### config.mk
export PLATFORM = sky130hd
export DESIGN_NAME = fp_div_seq
export DESIGN_NICKNAME = d
export VERILOG_FILES = /design/src/rtl/fp_pkg.sv /design/src/rtl/fp_classify.sv /design/src/rtl/fp_div_seq.sv
export SDC_FILE = /design/constraint.sdc
export NUM_CORES = 1
export LEC_CHECK = 0
export CORE_ASPECT_RATIO = 1.4
export CORE_MARGIN = 2
export CORE_UTILIZATION = 55
export CTS_BUF_LIST = sky130_fd_sc_hd__clkbuf_8
export DETAILED_ROUTE_END_ITERATION = 12
export PLACE_DENSITY_LB_ADDON = 0.15
export SYNTH_ARGS = -nofsm -noshare
export SYNTH_HDL_FRONTEND = slang
export SYNTH_SLANG_ARGS = --single-unit
### constraint.sdc
create_clock -name clk -period 5.8 [get_ports clk]
set_input_delay 1.16 -clock clk [delete_from_list [all_inputs] [get_ports clk]]
set_output_delay 1.16 -clock clk [all_outputs]
set_load 0.02 [all_outputs]
### src/rtl/fp_pkg.sv
// Shared types and helpers for the sequential floating-point divider.
// Holds the FSM state encoding, operand classes, flag bit positions and format helpers.
package fp_pkg;

  typedef enum logic [1:0] {
    S_IDLE,
    S_DIVIDE,
    S_ROUND,
    S_DONE
  } fp_div_state_t;

  typedef enum logic [1:0] {
    FP_ZERO,
    FP_NORM,
    FP_INF,
    FP_NAN
  } fp_class_t;

  localparam int FLG_W         = 5;
  localparam int FLG_INEXACT   = 0;
  localparam int FLG_UNDERFLOW = 1;
  localparam int FLG_OVERFLOW  = 2;
  localparam int FLG_DIVZERO   = 3;
  localparam int FLG_INVALID   = 4;

  function automatic int fp_bias(input int exp_w);
    return (1 << (exp_w - 1)) - 1;
  endfunction

  // Canonical quiet NaN: sign 0, exponent all ones, mantissa MSB set (formats up to 64 bits).
  function automatic logic [63:0] fp_qnan(input int exp_w, input int man_w);
    logic [63:0] v;
    v = '0;
    for (int i = 0; i < exp_w; i++) v[man_w + i] = 1'b1;
    v[man_w - 1] = 1'b1;
    return v;
  endfunction

endpackage

### src/rtl/fp_classify.sv
// Combinational unpack of one IEEE-754 word into sign/exponent/mantissa and operand class.
// Denormal inputs (exponent zero) are classified as zero.
module fp_classify
  import fp_pkg::*;
#(
  parameter int EXP_W = 8,
  parameter int MAN_W = 23
) (
  input  logic [EXP_W+MAN_W:0] word_i,
  output logic                 sign_o,
  output logic [EXP_W-1:0]     exp_o,
  output logic [MAN_W-1:0]     mant_o,
  output fp_class_t            cls_o
);

  assign sign_o = word_i[EXP_W+MAN_W];
  assign exp_o  = word_i[EXP_W+MAN_W-1:MAN_W];
  assign mant_o = word_i[MAN_W-1:0];

  always_comb begin
    if (exp_o == '0)     cls_o = FP_ZERO;
    else if (&exp_o)     cls_o = (mant_o == '0) ? FP_INF : FP_NAN;
    else                 cls_o = FP_NORM;
  end

endmodule

### src/rtl/fp_div_seq.sv
// Sequential radix-2 restoring IEEE-754 divider, one quotient bit per clock, round-to-nearest-even.
// Define FP_DIV_FLAGS_EN to add the out_flags port and the exception flag registers.
module fp_div_seq
  import fp_pkg::*;
#(
  parameter int EXP_W = 8,
  parameter int MAN_W = 23
) (
  input  logic                 clk,
  input  logic                 rst,
  input  logic                 in_valid,
  output logic                 in_ready,
  input  logic [EXP_W+MAN_W:0] in_a,
  input  logic [EXP_W+MAN_W:0] in_b,
  output logic                 out_valid,
  input  logic                 out_ready,
  output logic [EXP_W+MAN_W:0] out_result
`ifdef FP_DIV_FLAGS_EN
  ,
  output logic [FLG_W-1:0]     out_flags
`endif
);

  localparam int W     = 1 + EXP_W + MAN_W;
  localparam int N     = MAN_W + 3;
  localparam int CNT_W = $clog2(N + 1);
  localparam int EW    = EXP_W + 2;
  localparam int RW    = MAN_W + 2;
  localparam int BIAS  = fp_bias(EXP_W);
  localparam logic [63:0]          QNAN64   = fp_qnan(EXP_W, MAN_W);
  localparam logic [W-1:0]         QNAN     = QNAN64[W-1:0];
  localparam logic signed [EW-1:0] EXP_MAX  = EW'((1 << EXP_W) - 1);
  localparam logic signed [EW-1:0] EXP_ZERO = '0;

  logic             a_sign, b_sign;
  logic [EXP_W-1:0] a_exp, b_exp;
  logic [MAN_W-1:0] a_man, b_man;
  fp_class_t        a_cls, b_cls;

  fp_classify #(.EXP_W(EXP_W), .MAN_W(MAN_W)) u_cls_a (
    .word_i(in_a), .sign_o(a_sign), .exp_o(a_exp), .mant_o(a_man), .cls_o(a_cls)
  );
  fp_classify #(.EXP_W(EXP_W), .MAN_W(MAN_W)) u_cls_b (
    .word_i(in_b), .sign_o(b_sign), .exp_o(b_exp), .mant_o(b_man), .cls_o(b_cls)
  );

  fp_div_state_t        state_q, state_d;
  logic [CNT_W-1:0]     cnt_q, cnt_d;
  logic [RW-1:0]        rem_q, rem_d;
  logic [MAN_W:0]       dvs_q, dvs_d;
  logic [N-1:0]         quo_q, quo_d;
  logic signed [EW-1:0] exp_q, exp_d;
  logic                 sign_q, sign_d;
  logic                 out_valid_q, out_valid_d;
  logic [W-1:0]         result_q, result_d;
`ifdef FP_DIV_FLAGS_EN
  logic [FLG_W-1:0]     flags_q, flags_d, spec_flags, rnd_flags;
`endif

  logic         accept, q_sign, spec_hit;
  logic [W-1:0] spec_res;

  assign in_ready = (state_q == S_IDLE) && !rst;
  assign accept   = in_valid && in_ready;
  assign q_sign   = a_sign ^ b_sign;

  // Special operands resolve in one step; priority order matters (NaN/invalid first).
  always_comb begin
    // NOTE: every combinational output gets a default first so no latch is inferred.
    spec_hit = 1'b1;
    spec_res = {q_sign, {(W-1){1'b0}}};
`ifdef FP_DIV_FLAGS_EN
    spec_flags = '0;
`endif
    if (a_cls == FP_NAN || b_cls == FP_NAN ||
        (a_cls == FP_ZERO && b_cls == FP_ZERO) || (a_cls == FP_INF && b_cls == FP_INF)) begin
      spec_res = QNAN;
`ifdef FP_DIV_FLAGS_EN
      spec_flags[FLG_INVALID] = 1'b1;
`endif
    end else if (b_cls == FP_ZERO) begin
      spec_res = {q_sign, {EXP_W{1'b1}}, {MAN_W{1'b0}}};
`ifdef FP_DIV_FLAGS_EN
      spec_flags[FLG_DIVZERO] = 1'b1;
`endif
    end else if (a_cls == FP_INF) begin
      spec_res = {q_sign, {EXP_W{1'b1}}, {MAN_W{1'b0}}};
    end else if (a_cls == FP_ZERO || b_cls == FP_INF) begin
      spec_res = {q_sign, {(W-1){1'b0}}};
    end else begin
      spec_hit = 1'b0;
    end
  end

  logic [MAN_W-1:0]     rnd_man_pre, rnd_man;
  logic                 rnd_guard, rnd_sticky, rnd_up, rnd_carry;
  logic signed [EW-1:0] rnd_exp_pre, rnd_exp;
  logic [W-1:0]         rnd_res;

  // Normalise on the integer quotient bit, then round to nearest even.
  always_comb begin
    if (quo_q[N-1]) begin
      rnd_man_pre = quo_q[N-2:2];
      rnd_guard   = quo_q[1];
      rnd_sticky  = quo_q[0] | (rem_q != '0);
      rnd_exp_pre = exp_q;
    end else begin
      rnd_man_pre = quo_q[N-3:1];
      rnd_guard   = quo_q[0];
      rnd_sticky  = (rem_q != '0);
      rnd_exp_pre = exp_q - EW'(1);
    end
    rnd_up               = rnd_guard & (rnd_sticky | rnd_man_pre[0]);
    {rnd_carry, rnd_man} = {1'b0, rnd_man_pre} + {{MAN_W{1'b0}}, rnd_up};
    rnd_exp              = rnd_exp_pre + {{(EW-1){1'b0}}, rnd_carry};
    rnd_res              = {sign_q, rnd_exp[EXP_W-1:0], rnd_man};
`ifdef FP_DIV_FLAGS_EN
    rnd_flags              = '0;
    rnd_flags[FLG_INEXACT] = rnd_guard | rnd_sticky;
`endif
    if (rnd_exp >= EXP_MAX) begin
      rnd_res = {sign_q, {EXP_W{1'b1}}, {MAN_W{1'b0}}};
`ifdef FP_DIV_FLAGS_EN
      rnd_flags[FLG_OVERFLOW] = 1'b1;
      rnd_flags[FLG_INEXACT]  = 1'b1;
`endif
    end else if (rnd_exp <= EXP_ZERO) begin
      rnd_res = {sign_q, {(W-1){1'b0}}};
`ifdef FP_DIV_FLAGS_EN
      rnd_flags[FLG_UNDERFLOW] = 1'b1;
      rnd_flags[FLG_INEXACT]   = 1'b1;
`endif
    end
  end

  always_comb begin
    state_d     = state_q;
    cnt_d       = cnt_q;
    rem_d       = rem_q;
    dvs_d       = dvs_q;
    quo_d       = quo_q;
    exp_d       = exp_q;
    sign_d      = sign_q;
    out_valid_d = out_valid_q;
    result_d    = result_q;
`ifdef FP_DIV_FLAGS_EN
    flags_d     = flags_q;
`endif
    unique case (state_q)
      S_IDLE: begin
        if (accept && spec_hit) begin
          result_d    = spec_res;
          out_valid_d = 1'b1;
          state_d     = S_DONE;
`ifdef FP_DIV_FLAGS_EN
          flags_d     = spec_flags;
`endif
        end else if (accept) begin
          rem_d   = {1'b0, 1'b1, a_man};
          dvs_d   = {1'b1, b_man};
          quo_d   = '0;
          cnt_d   = '0;
          sign_d  = q_sign;
          exp_d   = EW'(a_exp) - EW'(b_exp) + EW'(BIAS);
          state_d = S_DIVIDE;
        end
      end
      S_DIVIDE: begin
        cnt_d = cnt_q + CNT_W'(1);
        if (rem_q >= {1'b0, dvs_q}) begin
          quo_d = {quo_q[N-2:0], 1'b1};
          rem_d = (rem_q - {1'b0, dvs_q}) << 1;
        end else begin
          quo_d = {quo_q[N-2:0], 1'b0};
          rem_d = rem_q << 1;
        end
        if (cnt_q == CNT_W'(N - 1)) state_d = S_ROUND;
      end
      S_ROUND: begin
        result_d    = rnd_res;
        out_valid_d = 1'b1;
        state_d     = S_DONE;
`ifdef FP_DIV_FLAGS_EN
        flags_d     = rnd_flags;
`endif
      end
      S_DONE: begin
        if (out_ready) begin
          out_valid_d = 1'b0;
          state_d     = S_IDLE;
        end
      end
    endcase
  end

  // NOTE: sequential state uses non-blocking assignments only; reset abandons any operation.
  always_ff @(posedge clk) begin
    if (rst) begin
      state_q     <= S_IDLE;
      cnt_q       <= '0;
      rem_q       <= '0;
      dvs_q       <= '0;
      quo_q       <= '0;
      exp_q       <= '0;
      sign_q      <= 1'b0;
      out_valid_q <= 1'b0;
      result_q    <= '0;
`ifdef FP_DIV_FLAGS_EN
      flags_q     <= '0;
`endif
    end else begin
      state_q     <= state_d;
      cnt_q       <= cnt_d;
      rem_q       <= rem_d;
      dvs_q       <= dvs_d;
      quo_q       <= quo_d;
      exp_q       <= exp_d;
      sign_q      <= sign_d;
      out_valid_q <= out_valid_d;
      result_q    <= result_d;
`ifdef FP_DIV_FLAGS_EN
      flags_q     <= flags_d;
`endif
    end
  end

  assign out_valid  = out_valid_q;
  assign out_result = result_q;
`ifdef FP_DIV_FLAGS_EN
  assign out_flags  = flags_q;
`endif

endmodule

==> results of run 1 <==
## through the flow
stage | cells | total power, mW | area (um2) | setup slack [ns] | hold WS (ns)
2_1_floorplan | 1083 | 3.19 | 8330 | 1.65 | 0.435
3_3_place_gp | 1324 | 3.81 | 9400 | 1.51 | 0.443
3_5_place_dp | 1324 | 3.84 | 9400 | 1.38 | 0.447
4_1_cts | 1356 | 4.60 | 9780 | 1.35 | 0.458
5_1_grt | 1356 | 4.95 | 9780 | 0.957 | 0.472
6_report | 1357 | 4.62 | 9780 | 1.34 | 0.455
## synth_stat cells (all sizes together) (7+ instances only)
cell type and number:
a22oi 24, clkbuf 47, a31oi 9, a32o 8, nand3 17, xor2 19
inv 57, nand4 17, buf 16, nand2 163, and2 7, ha 43
dfxtp 126, nor4 26, a21o 11, nor3 29, a21oi 95, a22o 17
o21a 7, nor2 71, a21boi 7, xnor2 31, o21ai 46, nand2b 14
mux2i 22, o31ai 7, o211ai 8, a211oi 23, o22ai 9, nor2b 14
or3 10
## power by group
group	internal (mW)	switching [mW]
Combinational	1.13	1.61
Clock	0.379	0.377
Sequential	0.985	0.139
Total	2.49	2.13
## cell type report
| cell class | count | area share, % |
|---|---|---|
| timing repair buffer | 112 | 11.2 |
| antenna | 1 | 0.0256 |
| sequential | 126 | 25.8 |
| tap | 192 | 2.46 |
| multi-input combinational | 836 | 54.4 |
| clock inverter | 15 | 1.52 |
| clock buffer | 17 | 2.39 |
| inverter | 58 | 2.23 |
## layout by cell type (no fill, tap or decap), drive strengths merged, types with 7 or more instances in the layout
cell and count:
nand2 163, dfxtp 126, clkdlybuf4s50 100, a21oi 95
nor2 71, inv 61, o21ai 46, ha 43
xnor2 31, nor3 29, nor4 26, a22oi 24
a211oi 23, mux2i 22, xor2 19, nand3 17
nand4 17, a22o 17, clkbuf 17, nand2b 14
nor2b 14, buf 12, a21o 11, or3 10
a31oi 9, o22ai 9, o211ai 8, a32o 8
and2 7, o21a 7, o31ai 7, a21boi 7
clkinv 7
## cell families (layout without fill, tap and decap cells)
family	after synthesis	after routing	synth area share [%]
AND/OR/NAND/NOR	404	404	23.5
AO/OA/AOI/OAI	310	310	24.7
flip-flops	126	126	30.3
buffers and inverters	121	202	5.82
XOR/XNOR	50	50	5.35
adder cells (fa/ha/maj)	45	45	6.94
multiplexers	27	27	3.32
other	0	1	0
## how the worst max path moves through the flow
| stage | startpoint | to | slack, ns | depth (start not counted) |
|---|---|---|---|---|
| global route | quo_q[25]$_SDFFE_PP0P_ | out_result[4]$_SDFFE_PP0P_ | 0.96 | 15 |
| detailed placement | quo_q[25]$_SDFFE_PP0P_ | out_result[14]$_SDFFE_PP0P_ | 1.38 | 15 |
| floorplan | quo_q[25]$_SDFFE_PP0P_ | out_result[10]$_SDFFE_PP0P_ | 1.65 | 17 |
| CTS | quo_q[25]$_SDFFE_PP0P_ | out_result[14]$_SDFFE_PP0P_ | 1.35 | 15 |
| finish | quo_q[25]$_SDFFE_PP0P_ | out_result[14]$_SDFFE_PP0P_ | 1.34 | 15 |
| global placement | quo_q[25]$_SDFFE_PP0P_ | out_result[4]$_SDFFE_PP0P_ | 1.51 | 15 |
## sequential cells by signal (all words and copies together), names as in the netlist
signal	flops
sign_q	1
dvs_q	24
out_valid	1
exp_q	10
quo_q	26
rem_q	25
out_result	32
cnt_q	5
state_q	2
## per-layer routing
| layer | GRT usage [%] | up-vias |
|---|---|---|
| li1 | - | 4051 |
| met1 | 31.1 | 3760 |
| met2 | 49.1 | 239 |
| met3 | 4.79 | 51 |
| met4 | 12.2 | 0 |
| met5 | 0 | - |
## worst min-delay path, stage by stage, from the launching register on
cell	delay, ns
dfxtp_1	0.31
nand2_1	0.05
a21oi_1	0.05
==> results.yml, run 1 <==
die:
  ios: 102
  coreArea_um2: 14900
  die_w_um: 108
  initial_core_util_pct: 55.8
  die_h_um: 150
  die-area_um2: 16200
  rows: 53
pwr:
  leakage_nw: 3.56
  ir_worst_vdd_mv: 0.379
  pwr_density_cell_nw_per_um2: 473
logic_synthesis:
  synth_cells: 1083
  async_flop_share_pct: 0
  synth_warnings: 0
  synth_seq_cells: 126
  seq_area_frac_synth_pct: 30.3
  synth_top_area_cell: "dfxtp_1"
  synth_area_um2: 8330
  synth-main-ff-cell: "dfxtp_1"
  syn_nets: 1196
  ys_types: 70
  synth_area_leaders: "dfxtp_1, nand2_1, ha_1"
  synth_top_area_share_pct: 30.3
  synth-edff-count: 0
  avgSynthCellArea_um2: 7.69
critical_path:
  critPathKind: "register to register"
  worstRegToRegCells: 15
  crit_chain: "buf_4 -> a21oi_1 -> nor4b_2 -> buf_4 -> nand4_1 -> inv_1 -> and4_1 -> ha_1 -> ha_1 -> nor2b_1 -> a22o_1 -> nand4b_1 -> a41o_1 -> nor3_4 -> a32o_1"
  r2r_slack_ns: 1.34
  rr_endpoint: "out_result[14]$_SDFFE_PP0P_"
  max_stage_delay_ns: 0.70
  crit_required_ns: 6.19
  crit_path_end_kind: "register"
  critical_path.startpoint_type: "register"
  cp_max_fo: 48
  cp_top_family: "simple AND/OR/NAND/NOR gates"
  critPathArrivalTime_ns: 4.85
  rr_startpoint: "quo_q[25]$_SDFFE_PP0P_"
  cp_slowest_cell: "nor3_4"
  crit_buf_inv: 3
outcome:
  status: "finished clean"
detailed_routing:
  highest_layer: "met4"
  viasPerCell: 5.97
  wl_met3_um: 952
  met2_length_mm: 11.2
  ant_nets: 0
  via_count: 8101
  wirelength_mm: 21.7
  wl_per_cell_um: 16.0
  drt_pass1_iterations: 5
  drtIter0Drc: 393
  wl_met1_mm: 8.85
  drc: 0
global_route:
  overflow: 0
  grt_pass1_wl_mm: 35.3
  grt_max_degree: 77
  antenna_found_initial: 1
  grt_use_total_pct: 27.3
  grt_pass1_vias: 7566
place:
  dp_hpwl_mm: 16.3
  numPortBuffers: 101
  gp_congestion: 0.911
cts:
  cts_made_buffers: 17
  root_buffer: "clkbuf_8"
  htreeDepth: 4
  cts_tree: "yes"
  cts_hold_buffers: 0
  clkTransAtPathRegs_ns: 0.08
  clk-insertion-delay-late_ns: 0.46
  clkSinkCount: 126
  clockBufferDepth: 2
  cts_resized: 0
  cts_setup_buffers: 0
cells_and_area:
  final_nets: 1264
  num-fill-cells: 1353
  multi_input_comb_area_um2: 5320
  fin_util_pct: 65.6
  syn2layout_area_growth_pct: 17.5
  final_layout_size_suffix_gt1_share_pct: 5.41
  ff_latch_area_um2: 2520
timing:
  rsz0062_at_grt: "false"
  setup_viol_count_final: 0
  finalSetupTns_ns: 0
  fin_crit_ns: 4.46
  skew_ns: 0.0119
  fin_crit_sh_pct: 76.9
  hold_violations: 0
  slew_viol_final: 0
  slew_headroom_pct: 30.9
  worstMarginPinSlew_ns: 1.04
  timing.fmax_mhz: 224
hold_path:
  min_path_type: "register to register"
  min_path_cells: 2
  whs_endpoint: "dvs_q[15]$_SDFFE_PP0P_"
  min_from: "dvs_q[15]$_SDFFE_PP0P_"
flow_run:
  cap_violations: 0
(Power assumes the default switching activity.)
==> inputs of run 2 (changes only) <==
Settings changed: CORE_UTILIZATION 55 to 53.
Clock period 5.8 ns to 4.1 ns, I/O delays scaled along.
==> run 2 against run 1 <==
Die area grew 3.7%. Critical path depth grew 2. Clock power rose by 46%. Routed wire length up 4.8%. Maximum frequency increased by 12%. Sequential share of layout area decreased by 0.63 points. Clock skew rose by 0.0035 ns. Core utilization decreased by 0.70 points. First-iteration DRC count rose by 18%. Total power grew 45%. Largest cell class unchanged.
==> results.yml, run 2 (same netlist as run 1, synthesis figures left out) <==
timing:
  timing.fmax_mhz: 252
  slew_viol_final: 0
  fin_crit_sh_pct: 96.9
  setup_viol_count_final: 0
  skew_ns: 0.0154
  fin_crit_ns: 3.97
  layout_setup_ws_ns: 0.129
  worstMarginPinSlew_ns: 0.807
  slew_headroom_pct: 45.7
  hold_violations: 0
detailed_routing:
  wirelength_mm: 22.7
  wl_per_cell_um: 16.4
  drtIter0Drc: 462
  drt_pass1_iterations: 5
  viasPerCell: 5.93
  drc: 0
  ant_nets: 0
  via_count: 8189
place:
  gp_congestion: 0.929
  numPortBuffers: 101
  pre_cts_slack_ns: 0.00199
  dp_hpwl_mm: 16.7
critical_path:
  crit_buf_inv: 4
  cp_slowest_cell: "or4_1"
  max_stage_delay_ns: 0.46
  crit_chain: "buf_6 -> and2_1 -> o211ai_1 -> nor4b_4 -> nand4_1 -> inv_1 -> and4_1 -> ha_1 -> ha_1 -> xnor2_1 -> or3_1 -> or4_1 -> nor3_4 -> buf_12 -> nor3_4 -> buf_12 -> a32o_1"
  cp_max_fo: 21
  r2r_slack_ns: 0.13
  critical_path.startpoint_type: "register"
  crit_required_ns: 4.44
  critPathArrivalTime_ns: 4.31
  critPathKind: "register to register"
  crit_path_end_kind: "register"
  cp_top_family: "simple AND/OR/NAND/NOR gates"
die:
  coreArea_um2: 15500
  initial_core_util_pct: 53.8
  rows: 54
  die_h_um: 152
  ios: 102
  die_w_um: 110
  die-area_um2: 16700
cts:
  clockBufferDepth: 2
  cts_hold_buffers: 0
  cts_made_buffers: 17
  htreeDepth: 4
  clk-insertion-delay-late_ns: 0.46
  root_buffer: "clkbuf_8"
  clkSinkCount: 126
  cts_tree: "yes"
  clkTransAtPathRegs_ns: 0.08
global_route:
  overflow: 0
  antenna_found_initial: 0
  grt_pass1_vias: 7887
  grt_pass1_wl_mm: 37.6
  grt_max_degree: 43
  grt_use_total_pct: 27.9
outcome:
  status: "finished clean"
cells_and_area:
  layout_commonest_cell: "nand2_1"
  final_nets: 1284
  syn2layout_area_growth_pct: 20.5
  ff_latch_area_um2: 2530
  fin_util_pct: 64.8
  final_cell_mix: "nand2_1, dfxtp_1, clkdlybuf4s50_1"
  largest_reg_flops: 32
  multi_input_comb_area_um2: 5360
  final_layout_size_suffix_gt1_share_pct: 7.43
  insertedDiodeCount: 0
  num-fill-cells: 1407
flow_run:
  cap_violations: 0
pwr:
  leakage_nw: 3.70
  ir_worst_vdd_mv: 0.589
  pwr_density_cell_nw_per_um2: 669
hold_path:
  min_path_type: "register to register"
-- run 2: cell types whose count changed in the layout (fill, tap and decap cells not counted), sizes merged --
cell / delta
clkinv: +1
nor3: +1
clkbuf: +1
inv: -2
buf: +19
diode: -1
-- run 2: final timing paths --
kind | from | to | cells after the start
hold / removal | dvs_q[19]$_SDFFE_PP0P_ | dvs_q[19]$_SDFFE_PP0P_ | 2
hold reg to reg | dvs_q[19]$_SDFFE_PP0P_ | dvs_q[19]$_SDFFE_PP0P_ | 2
setup reg to reg | quo_q[25]$_SDFFE_PP0P_ | out_result[21]$_SDFFE_PP0P_ | 17
setup / recovery | quo_q[25]$_SDFFE_PP0P_ | out_result[21]$_SDFFE_PP0P_ | 17
-- run 2: area by class of cell --
class	instances	area share, %
repair buffers	131	12.8
multi-input cells	837	53.5
flip-flops and latches	126	25.2
clock buffers	18	2.47
well taps	196	2.44
clock inverters	14	1.45
inverters	58	2.17
-- run 2: timing repair --
action | 4_1_cts | 5_1_grt
endpoints found under the setup margin | 8 | 22
gates resized for setup | 3 | 7
buffers inserted | 2 | 0
endpoints found under the hold margin | 0 | 0
pin swaps | 2 | 1
gates cloned | 1 | 0
-- run 2: power breakdown --
part           internal (mW)  switching (mW)
registers               1.39           0.191
clock network          0.555           0.544
logic                   1.68            2.35
total                   3.63            3.08
-- run 2: worst reg2reg max path, stage by stage (launching register included) --
cell and delay, ns:
dfxtp_2 0.39, buf_6 0.21, and2_1 0.19, o211ai_1 0.15, nor4b_4 0.30, nand4_1 0.19, inv_1 0.10, and4_1 0.20
ha_1 0.20, ha_1 0.22, xnor2_1 0.11, or3_1 0.33, or4_1 0.46, nor3_4 0.24, buf_12 0.15, nor3_4 0.05
buf_12 0.16, a32o_1 0.21
-- run 2: through the flow --
step	instance area (um2)	power [mW]	hold WS, ns	setup TNS [ns]	std cells
floorplan	8340	4.51	0.435	0	1083
global placement	9550	5.48	0.444	0	1345
detailed placement	9550	5.52	0.447	0	1345
CTS	10000	6.68	0.457	0	1380
global route	10000	7.18	0.474	-0.0608	1380
finish	10000	6.71	0.457	0	1380
-- run 2: layer usage --
metal	GRT usage [%]	wire [um]	up-vias
met4	11.4	660	0
met3	4.36	815	47
met2	48.5	11700	209
met5	0	0	-
met1	33.5	9560	3834
li1	-	-	4099
==> patch, RTL diff (config.mk and constraints of run 2) <==
Build with the macro `FP_DIV_FLAGS_EN` defined.
--- a/src/rtl/fp_div_seq.sv
+++ b/src/rtl/fp_div_seq.sv
@@ -1,4 +1,6 @@
 // Sequential radix-2 restoring IEEE-754 divider, one quotient bit per clock, round-to-nearest-even.
 // Define FP_DIV_FLAGS_EN to add the out_flags port and the exception flag registers.
+`define FP_DIV_FLAGS_EN
+
 module fp_div_seq
   import fp_pkg::*;
Function (old outputs only; new: out_flags): kept (equiv_simple and equiv_induct, registers matched by name and starting in step).
==> patch against run 2 <==
- first-iteration DRC count increased by 45%
- count of clock-buffer cells in the layout increased by 1
- routed wire length increased by 13%
- sequential cell count increased by 5
- worst setup slack got worse by 100 ps
- via count increased by 9.6%
- total power decreased by 4.4%
- area after synthesis increased by 6.5%
- final area increased by 9.4%
- combinational power decreased by 12%
==> patch: results (changes against run 2) <==
Clocking
  – Root Buffer: clkbuf_8
  – Buffers from clock root to sink, at most: 2 (unchanged)

Routing
  – Routed vias/inst: 6.083 (+2.5%)
  – Detailed Route Iter0 Violations: 672 (+45%)
  – WL/cell: 17.43 um (+5.9%)

Layout
  – Share of cells above drive strength 1: 10.93% (+3.5 points)
  – Fill cells: 1456 (+3.5%)
  – Largest register FFs: 32 (unchanged)
  – Final nets: 1372 (+6.9%)

Placement
  – Port buffer count: 106 (+5.0%)
  – HPWL Detailed: 18510 um (+11%)
  – RePlAce Congestion: 0.9639 (+3.8%)
  – Dpl ws: 0.1115 ps (-1.874 ps)

Critical path
  – Crit Path Max Fanout: 6 (-71%)
  – Largest stage delay, worst path: 480 ps (+20 ps)
  – CP arrival: 4430 ps (+120 ps)
  – Crit-path slowest cell: or4b_4

Synthesis
  – Area contributors post-synth: dfxtp_1 (30%), ha_1 (6.1%), a21oi_1 (6.0%), nand2_1 (5.5%), xnor2_1 (3.4%)
  – Post-Syn Nets: 1262 (+5.5%)
  – Seq/Total Area, Yosys: 29.57% (-0.72 points)
  – Commonest cells in the netlist: dfxtp_1 (131), nand2_1 (131), a21oi_1 (106)
  – Library cells used by synthesis: 81 (+16%)

Outcome
  – Status: finished, final reports clean

Timing
  – Slew margin rel.: 23.98% (-22 points)
  – Clock Skews: 11.95 ps (-3.410 ps)

Global routing
  – Global-route wire length before repair: 40620 um (+8.1%)
  – GRT Util Overall: 28.18% (+0.26 points)
  – Vias in the first global route: 8536 (+8.2%)
  – Largest net degree at the start of global routing: 72 (+67%)

Power and ir drop
  – VDD IR max: 0.4446 mV (-25%)
  – Net switching power: 2.809 mW (-8.9%)
  – Leakage: 4.033 nW (+8.9%)
[patch: cell count changes in the layout (fill, tap and decap cells not counted), moves of 8 or more]
cell / before / now
a211oi_1: 22 / 13
a21oi_1: 95 / 105
a22o_1: 17 / 3
a22oi_1: 24 / 12
a32o_1: 8 / 24
and3_1: 4 / 12
buf_4: 26 / 51
mux2i_1: 22 / 14
nand2_1: 163 / 130
nand3_1: 17 / 58
nor3_1: 26 / 35
o21ai_0: 42 / 30
or3_1: 10 / 19
[patch: logic make-up after synthesis]
group	count (synthesis)	synth area share, %
AO/OA/AOI/OAI	315	24.39
XOR/XNOR	54	5.418
adder cells (fa/ha/maj)	45	6.518
flip-flops	131	29.57
buffers and inverters	138	6.490
multiplexers	20	2.342
AND/OR/NAND/NOR	446	25.27
[patch: power by group through the flow]
stage / Combinational (mW) / Clock, mW / Sequential [mW]
after detailed placement: 3.35 / 0 / 1.60
after global routing: 3.89 / 1.37 / 1.60
final: 3.54 / 1.29 / 1.58
after CTS: 3.37 / 1.32 / 1.58
after floorplan: 2.50 / 0 / 1.58
after global placement: 3.33 / 0 / 1.60
[patch: metal layers]
metal,GRT usage [%],vias up,routed length [um]
li1,-,4423,-
met1,32.19,4159,10220
met2,48.67,301,12700
met3,4.313,90,1066
met4,18.35,0,1713
met5,0,-,0
[patch: area by class of cell]
type / instances / share of cell area, %
multi-input combinational: 883 / 53.35
clock buffer: 19 / 2.382
sequential: 131 / 23.93
tap: 203 / 2.314
clock inverter: 13 / 1.892
timing repair buffer: 162 / 13.94
inverter: 64 / 2.188
[patch: timing repair]
action / 4_1_cts / 5_1_grt
gates cloned: 0 / 3
hold buffers: 0 / 0
endpoints found under the setup margin: 3 / 25
pin swaps: 0 / 16
endpoints found under the hold margin: 0 / 0
gates resized for setup: 1 / 19
setup buffers: 0 / 7
[patch: through the flow]
stage	area, sq um	cells	hold WS [ps]	TNS, ps
6_report	10980	1475	458.7	0
5_1_grt	10980	1475	477.5	-2145
4_1_cts	10760	1465	457.9	0
3_5_place_dp	10290	1433	448.2	0
3_3_place_gp	10290	1433	442.7	0
2_1_floorplan	8914	1149	435.3	-720.4
[patch: worst reg2reg max path, cell delays in order, from the launching register on]
cell	delay (ps)
dfxtp_4	370
buf_2	170
nand2b_4	150
a211oi_2	200
nand4_1	200
nor4b_2	320
nand3_1	160
nor3_2	140
ha_2	230
ha_4	160
xor2_2	140
nor3_2	60
o21ai_1	120
or4b_4	480
a221oi_4	330
nand2_4	150
o211a_4	320
a32o_2	270
[patch: final timing paths]
kind,start,endpoint,slack (ps),cells after the start
max reg2reg,quo_q[25],out_result[1],20,17
min reg2reg,dvs_q[11],dvs_q[11],460,2
min,dvs_q[11],dvs_q[11],460,2
max,quo_q[25],out_result[1],20,17
